<file path="src/rtl/fifo_wr_arbiter.sv">
// -----------------------------------------------------------------------------
// fifo_wr_arbiter
//
// Round-robin write arbiter sharing one FIFO write port between NUM_REQ
// producers. A winning producer owns the port for a tenure of up to MAX_BURST
// writes. FIFO full stalls the tenure without losing it. Consecutive tenures
// are separated by one IDLE (arbitration) cycle.
//
// Ports:
//   clk         in   single clock, rising-edge state updates
//   rst_n       in   asynchronous active-low reset
//   req         in   [NUM_REQ]        per-producer request (held while data pending)
//   req_data    in   [NUM_REQ*WIDTH]  packed producer data, slice i at i*WIDTH
//   ack         out  [NUM_REQ]        one-hot, combinational: slice written this cycle
//   fifo_full   in   FIFO full flag
//   fifo_write  out  FIFO write strobe, combinational
//   fifo_data   out  [WIDTH]          FIFO data_in, the current owner's slice
//   owner_id    out  [ID_W]           registered index of the current owner
//   busy        out  registered, high while a tenure is in progress
// -----------------------------------------------------------------------------
module fifo_wr_arbiter #(
   parameter int NUM_REQ   = 4,
   parameter int WIDTH     = 8,
   parameter int MAX_BURST = 4,
   parameter int ID_W      = $clog2(NUM_REQ),
   parameter int CNT_W     = $clog2(MAX_BURST + 1)
) (
   input  logic                     clk,
   input  logic                     rst_n,
   input  logic [NUM_REQ-1:0]       req,
   input  logic [NUM_REQ*WIDTH-1:0] req_data,
   output logic [NUM_REQ-1:0]       ack,
   input  logic                     fifo_full,
   output logic                     fifo_write,
   output logic [WIDTH-1:0]         fifo_data,
   output logic [ID_W-1:0]          owner_id,
   output logic                     busy
);

   localparam logic [0:0] ST_IDLE  = 1'b0;
   localparam logic [0:0] ST_BURST = 1'b1;

   localparam logic [ID_W-1:0]  LAST_IDX  = ID_W'(NUM_REQ - 1);
   localparam logic [CNT_W-1:0] BURST_LEN = CNT_W'(MAX_BURST);

   logic [0:0]       state_q,      state_d;
   logic [ID_W-1:0]  owner_q,      owner_d;
   logic [ID_W-1:0]  last_grant_q, last_grant_d;
   logic [CNT_W-1:0] beat_cnt_q,   beat_cnt_d;

   logic [WIDTH-1:0] slice [NUM_REQ];
   logic [ID_W-1:0]  rr_pick;
   logic             rr_found;
   logic             write_ok;
   logic [CNT_W-1:0] beat_inc;

   // Unpack the producer data bus so the owner's slice is a plain array read.
   for (genvar g = 0; g < NUM_REQ; g++) begin : g_slice
      assign slice[g] = req_data[g*WIDTH +: WIDTH];
   end

   // Round-robin search starting just after the last grant. The index wraps
   // by explicit compare so non-power-of-2 NUM_REQ never visits a hole.
   always_comb begin : rr_search
      logic [ID_W-1:0] idx;
      // NOTE: every output of a combinational block gets a default before any
      // branch; a path that leaves one unassigned would infer a latch.
      rr_found = 1'b0;
      rr_pick  = last_grant_q;
      idx      = last_grant_q;
      for (int k = 0; k < NUM_REQ; k++) begin
         if (idx == LAST_IDX) idx = '0;
         else                 idx = idx + ID_W'(1);
         if (!rr_found && req[idx]) begin
            rr_found = 1'b1;
            rr_pick  = idx;
         end
      end
   end

   // A beat is written only while the owner still requests and the FIFO has room.
   assign write_ok = (state_q == ST_BURST) && req[owner_q] && !fifo_full;
   assign beat_inc = beat_cnt_q + CNT_W'(1);

   always_comb begin
      ack          = '0;
      ack[owner_q] = write_ok;
   end

   assign fifo_write = write_ok;
   assign fifo_data  = slice[owner_q];
   assign owner_id   = owner_q;
   assign busy       = (state_q == ST_BURST);

   always_comb begin
      state_d      = state_q;
      owner_d      = owner_q;
      last_grant_d = last_grant_q;
      beat_cnt_d   = beat_cnt_q;

      case (state_q)
         ST_IDLE: begin
            // A full FIFO suppresses arbitration entirely, leaving the pointer alone.
            if (rr_found && !fifo_full) begin
               owner_d      = rr_pick;
               last_grant_d = rr_pick;
               beat_cnt_d   = '0;
               state_d      = ST_BURST;
            end
         end
         ST_BURST: begin
            if (!req[owner_q]) begin
               // Owner ran out of data: end the tenure early.
               state_d = ST_IDLE;
            end else if (!fifo_full) begin
               beat_cnt_d = beat_inc;
               if (beat_inc == BURST_LEN) state_d = ST_IDLE;
            end
            // Otherwise stalled on full: hold owner and beat count.
         end
         default: state_d = ST_IDLE;
      endcase
   end

   // The last-grant pointer resets to the final index so requester 0 wins first.
   always_ff @(posedge clk or negedge rst_n) begin
      if (!rst_n) begin
         state_q      <= ST_IDLE;
         owner_q      <= '0;
         last_grant_q <= LAST_IDX;
         beat_cnt_q   <= '0;
      end else begin
         // NOTE: sequential state uses non-blocking assignments so every flop
         // samples pre-edge values regardless of statement order.
         state_q      <= state_d;
         owner_q      <= owner_d;
         last_grant_q <= last_grant_d;
         beat_cnt_q   <= beat_cnt_d;
      end
   end

endmodule

</file>
<file path="config.mk">
export PLATFORM = sky130hd
export DESIGN_NAME = fifo_wr_arbiter
export DESIGN_NICKNAME = d
export VERILOG_FILES = /design/src/rtl/fifo_wr_arbiter.sv
export SDC_FILE = /design/constraint.sdc
export NUM_CORES = 1
export LEC_CHECK = 0
export CORE_MARGIN = 4
export CORE_UTILIZATION = 37
export CTS_CLUSTER_DIAMETER = 50
export DETAILED_ROUTE_END_ITERATION = 16
export PLACE_DENSITY = 0.78
export SLEW_MARGIN = 20
export SYNTH_ARGS = -nofsm -noshare
export SYNTH_HDL_FRONTEND = slang
export SYNTH_SLANG_ARGS = --single-unit
export TNS_END_PERCENT = 1
</file>
<file path="constraint.sdc">
create_clock -name clk -period 2.3 [get_ports clk]
set_input_delay 0.46 -clock clk [delete_from_list [all_inputs] [get_ports clk]]
set_output_delay 0.46 -clock clk [all_outputs]
set_load 0.02 [all_outputs]
</file>
==> flow_summary_export.csv, run 1 <==
group,metric,value,unit
outcome,status,"complete, no violations",
synthesis,synth_compound_area_share,20.68,%
die,dieArea,0.003347,mm²
finish,final_cell_mix,"clkdlybuf4s50_1 (37), a21oi_1 (9), buf_4 (9)",
timing,finalHoldViolCount,0,
place,pre_cts_slack,-585.3,ps
hold_path,min_path_type,"input pin to asynchronous set/reset pin",
pwr,p_total,0.001444,W
run,maxCapViolations,0,
route,drt-initial-drc-count,22,
worst_setup_path,setup.worst_path.start_class,"flop",
route,drc,0,
timing,slew_headroom,72.89,%
synthesis,synthFlopType,"dfrtp_1",
clocking,hold_buffers,0,
synthesis,yosys.area_share.adder,4.082,%
pwr,p_leak,0.6689,nW
global_routing,grt-ovfl-total,0,
clocking,clock-root-buffer,"clkbuf_4",
synthesis,synthCells,98,
clocking,htreeDepth,1,
route,ant_nets,0,
finish,final_common_cell,"clkdlybuf4s50_1",
timing,worst_slack,115.1,ps
timing,min_period_over_period,95.00,%
global_routing,grt_max_degree,15,
worst_setup_path,critical_path_class,"flop to output port",
finish,drive_gt1_share,21.29,%
global_routing,grt_pass1_vias,966,
clocking,cts_made_buffers,3,
synthesis,syn_area,919.6,µm²
worst_setup_path,critPathArrivalTime,1720,ps
global_routing,grt_usage,16.95,%
finish,stdcell_count,183,
synthesis,synth_edf_count,0,
synthesis,synth.distinct_cells,40,
synthesis,seq_area_frac_synth,22.04,%
timing,drv_slew,0,
route,met2RoutedLength,1.362,mm
synthesis,yosys_warnings,0,
route,wl_met1,1.178,mm
synthesis,avgSynthCellArea,9.384,µm²
clocking,clkTransAtPathRegs,50,ps
route,finalWirelength,2.817,mm
clocking,post-cts-setup-buffers,0,
worst_setup_path,cpPeakStageDelay,570,ps
worst_setup_path,cp_max_fo,14,
synthesis,synthXorXnorAreaFrac,0,%
place,dp_hpwl,2.342,mm
clocking,worst_skew_pair.late_latency,240,ps
synthesis,synthArstFlopShare,100.0,%
worst_setup_path,crit_slowest_cell,"mux4_1",
synthesis,synth_top_family_by_area,"multiplexers",
finish,nets,198,
route,post_drt_wl_per_cell,15.39,µm
clocking,cts.sinks,8,
synthesis,muxShareOfSynthArea,23.27,%
die,ios,55,
place,portBuffers,54,
route,wl_met3,272,µm
clocking,clockBufferDepth,2,
die,rows,17,
timing,setup_viol,0,
die,start_util,40.03,%
clocking,cts_tree,"built",
place,placed_area,0.001500,mm²
route,vias,1014,
timing,rsz0062_at_grt,"false",
die,coreArea,0.002297,mm²
pwr,power_density,947.7,mW/mm²
route,first_pass_iters,4,
finish,n_antenna_cell,0,
pwr,vdd_drop_max,0.0007368,V
timing,max_freq,457.7,MHz
route,top_layer,"met4",
worst_setup_path,worstPathRequired,1840,ps
timing,tightest_slew,401.2,ps
synthesis,syn_nets,140,
place,placed_cells,179,
finish,area_growth,65.71,%
worst_setup_path,critPathCaptureType,"output port",
global_routing,grt_pass1_wl,4.498,mm
synthesis,yosys.area_share.simple,21.22,%
place,gp_congestion,0.8824,
die,die_h,57.86,µm
synthesis,ys_ff_latch,8,
finish,final_area,0.001524,mm²
timing,finClkSkew,3.439,ps
route,vias_per_cell,5.541,
global_routing,antenna_found_initial,0,
timing,period_minus_slack,2185,ps
die,die_width,57.86,µm
worst_setup_path,crit_chain,"buf_6 > mux4_1 > dlygate4sd2_1",
-- flip-flops by register name (all words and copies together), names as in the netlist --
name	count
owner_id	2
last_grant_q	2
busy	1
beat_cnt_q	3
-- timing repair --
action	in CTS	in global routing
pin swaps	0	2
gates cloned	0	0
gates resized for setup	28	12
endpoints found under the setup margin	13	8
-- per-stage QoR --
stage	hold WS [ps]	util, %	setup TNS (ps)
finish	482.3	66.34	0
floorplan	164.4	-	0
CTS	494.1	65.25	-402.7
global placement	482.6	65.31	-2817
global route	505.6	66.34	0
detailed placement	494.8	65.31	-2987
-- metal layers --
| layer | track usage (%) | vias to the layer above |
|---|---|---|
| li1 | - | 495 |
| met1 | 19.02 | 469 |
| met2 | 31.61 | 48 |
| met3 | 5.122 | 2 |
| met4 | 2.980 | 0 |
| met5 | 0 | - |
-- path summary, 6_finish.rpt --
| path | endpoint | slack, ps | start | cells after the start |
|---|---|---|---|---|
| worst max-delay path | fifo_data[7] | 120 | owner_id[0]$_DFFE_PN0P_ | 3 |
| max in group asynchronous | last_grant_q[0]$_DFFE_PN1P_ | 1520 | rst_n | 1 |
| worst min register to register | beat_cnt_q[0]$_DFFE_PN0P_ | 500 | beat_cnt_q[0]$_DFFE_PN0P_ | 1 |
| min in group clk | beat_cnt_q[0]$_DFFE_PN0P_ | 500 | beat_cnt_q[0]$_DFFE_PN0P_ | 1 |
| worst max register to register | owner_id[0]$_DFFE_PN0P_ | 250 | last_grant_q[0]$_DFFE_PN1P_ | 6 |
| worst min-delay path | owner_id[0]$_DFFE_PN0P_ | 480 | rst_n | 1 |
-- cell families after synthesis --
family                     count (synthesis)
and+or+nand+nor                           35
AOI/OAI and AO/OA                         29
buffers and inverters                     14
muxes                                      9
DFF                                        8
adders and majority gates                  3
-- area by class of cell --
type | count | area (µm²)
fillers | 202 | 773.2
multi-input cells | 76 | 646.9
repair buffers | 63 | 595.6
flip-flops and latches | 8 | 202.7
well taps | 28 | 35.03
clock buffers | 4 | 26.28
inverters | 4 | 17.52
-- where the power goes --
part,internal [W],switching (W)
Clock,0.0000661,0.0000431
Combinational,0.000529,0.000540
Sequential,0.000210,0.0000558
-- worst max-delay path, delay by kind of cell, from the launching register on --
kind,cells,cell delay (ps)
buffers and inverters,2,540
flip-flops,1,380
multiplexers,1,570
-- synthesized netlist by cell type, types with 2 or more instances --
cell / n / area (µm²)
a21oi_1: 9 / 45.04
nand2_1: 7 / 26.28
o21ai_0: 7 / 35.03
dfrtp_1: 6 / 150.1
mux4_2: 6 / 135.1
buf_2: 5 / 25.02
nor2_1: 4 / 15.01
nor2b_1: 4 / 25.02
ha_1: 3 / 37.54
inv_1: 3 / 11.26
mux4_1: 3 / 78.83
nand2b_1: 3 / 18.77
nand3_1: 3 / 15.01
nor3_1: 3 / 15.01
and3_1: 2 / 12.51
buf_6: 2 / 22.52
clkbuf_1: 2 / 7.510
dfstp_2: 2 / 52.55
o21ai_1: 2 / 10.01
o311a_1: 2 / 20.02
No activity file was read; power rests on OpenSTA's default activity.
==> run 2, diff against run 1 <==
--- a/config.mk
+++ b/config.mk
@@ -9,8 +9,8 @@
 export CORE_UTILIZATION = 37
 export CTS_CLUSTER_DIAMETER = 50
 export DETAILED_ROUTE_END_ITERATION = 16
+export HOLD_SLACK_MARGIN = 0.03
 export PLACE_DENSITY = 0.78
-export SLEW_MARGIN = 20
 export SYNTH_ARGS = -nofsm -noshare
 export SYNTH_HDL_FRONTEND = slang
 export SYNTH_SLANG_ARGS = --single-unit
==> results of run 2 <==
No change in the layout: final DEF, timing and power equal those of run 1.
==> run 3, diff against run 2 <==
--- a/config.mk
+++ b/config.mk
@@ -5,6 +5,7 @@
 export SDC_FILE = /design/constraint.sdc
 export NUM_CORES = 1
 export LEC_CHECK = 0
+export ABC_CLOCK_PERIOD_IN_PS = 2300
 export CORE_MARGIN = 4
 export CORE_UTILIZATION = 37
 export CTS_CLUSTER_DIAMETER = 50
==> results of run 3 <==
No change in the layout: final DEF, timing and power equal those of run 1.
==> RTL edit, RTL diff (config.mk and constraints of run 3) <==
Reset style: synchronous (`rst_n`), changed in one clocked block. Comments in the files are not updated.
--- a/src/rtl/fifo_wr_arbiter.sv
+++ b/src/rtl/fifo_wr_arbiter.sv
@@ -123,7 +123,7 @@
    end
 
    // The last-grant pointer resets to the final index so requester 0 wins first.
-   always_ff @(posedge clk or negedge rst_n) begin
+   always_ff @(posedge clk) begin
       if (!rst_n) begin
          state_q      <= ST_IDLE;
          owner_q      <= '0;
Function: differs if rst_n is asserted again (counterexample within 4 cycles, from zero or initial values and one cycle with rst_n low); with rst_n held inactive, the same outputs for 10 cycles.
==> RTL edit against run 3 <==
  * Via count up 12%
  * Routed wire length grew 18%
  * Area after synthesis up 7.3%
  * Final area is 5.7% higher
  * Setup slack better by 34 ps
  * Sequential cell count stayed put
  * Critical path type unchanged
  * Critical endpoint is now fifo_data[0]
  * Highest routed layer unchanged
Power is not compared: it rests on default switching activity, and its combinational part moved more than twofold at a synthesized area within 25%.
==> RTL edit: results (changes against run 3) <==
| Metric | Value |
|---|---|
| Worst-margin pin slew | 437 ps (was 401 ps) |
| CP arrival | 1690 ps (was 1720 ps) |
| Worst hold path type | flip-flop to flip-flop (was input port to asynchronous set/reset pin) |
| Avg WL per Cell | 16.9 µm (was 15.4 µm) |
| Worst flop-to-flop path startpoint | last_grant_q[0] (unchanged) |
| Status | complete, no violations (unchanged) |
| Met3 Wirelength | 403 µm (was 272 µm) |
| Root buffer cell | clkbuf_4 (unchanged) |
| Reg2reg path depth | 6 (unchanged) |
| Clock latency on the worst-skew pair | 260 ps (was 240 ps) |
| Met2 WL | 1570 µm (was 1360 µm) |
| Clock skew | 8.14 ps (was 3.44 ps) |
| Last weighted congestion value of the routability-driven placer | 0.913 (was 0.882) |
| First-pass GRT wire length | 5110 µm (was 4500 µm) |
| Detail Placement HPWL | 2660 µm (was 2340 µm) |
| Synth async-reset ratio | 0% (was 100%) |
| Fillers | 217 (was 202) |
| Commonest cells post-synth | mux4_2, dfxtp_1, nand2_1, nand3_1, o21ai_0 (was a21oi_1, nand2_1, o21ai_0, dfrtp_1, mux4_2) |
| Largest net degree at the start of global routing | 16 (was 15) |
| GRT Resource Usage Total | 18.8% (was 17.0%) |
| Fin nets | 210 (was 198) |
| Share of layout cells above drive strength 1 | 23.5% (was 21.3%) |
| Worst slack at placement | -471 ps (was -585 ps) |
| DRT iter0 DRCs | 27 (was 22) |
| Leakage power | 0.628 nW |
| Ys flop type | dfxtp_1 (was dfrtp_1) |
| Post-CTS setup buffer count | 0 (unchanged) |
| Post-synth cell types | 43 (was 40) |
| Post-synth net total | 150 (was 140) |
| Cts repair resizes | 29 (was 28) |
| Ranking of synthesized cells by area | mux4_2, dfxtp_1, ha_1 (was dfrtp_1, mux4_2, mux4_1) |
| Worst Setup SP | owner_id[0] (unchanged) |
## RTL edit: cell types whose count changed in the layout (fill, tap and decap cells not counted), moves of 3 or more
| cell | delta |
|---|---|
| mux4_1 | -3 |
| dfxtp_1 | +8 |
| mux4_2 | +3 |
| nand3_1 | +3 |
| dfrtp_1 | -6 |
| a21oi_1 | -6 |
## RTL edit: routing by layer
layer	vias to the layer above	track usage [%]
li1	538	-
met1	531	22.7
met2	59	33.3
met3	5	4.32
met4	0	4.75
met5	-	0
## RTL edit: cell type report
| class | instances | area share, % |
|---|---|---|
| flip-flops and latches | 8 | 9.94 |
| well taps | 30 | 2.33 |
| multi-input cells | 86 | 47.7 |
| inverters | 4 | 0.932 |
| repair buffers | 65 | 37.7 |
| clock buffers | 3 | 1.40 |
## RTL edit: path summary, 6_finish.rpt
path / end / slack [ps]
setup / recovery: fifo_data[0] / 150
hold / removal: beat_cnt_q[1] / 480
setup reg to reg: last_grant_q[1] / 240
hold reg to reg: beat_cnt_q[1] / 480
## RTL edit: cell families (layout without fill, tap and decap cells)
| kind of cell | Yosys count | count (layout) | share of synthesized area [%] |
|---|---|---|---|
| buf+inv | 14 | 72 | 7.35 |
| fa+ha+maj | 3 | 3 | 3.80 |
| compound gates | 28 | 28 | 24.1 |
| mux | 9 | 9 | 20.5 |
| simple gates | 46 | 46 | 28.0 |
| flops | 8 | 8 | 16.2 |
## RTL edit: per-stage QoR
stage	power, mW	area, µm²	cells
detailed placement	0.622	1580	192
floorplan	0.436	987	108
CTS	0.712	1590	195
global route	0.752	1610	196
finish	0.709	1610	196
global placement	0.614	1580	192
## RTL edit: critical path, cell delays in order, from the launching register on
cell and delay (ps):
dfxtp_1 380, buf_6 210, mux4_2 500, dlygate4sd2_1 340
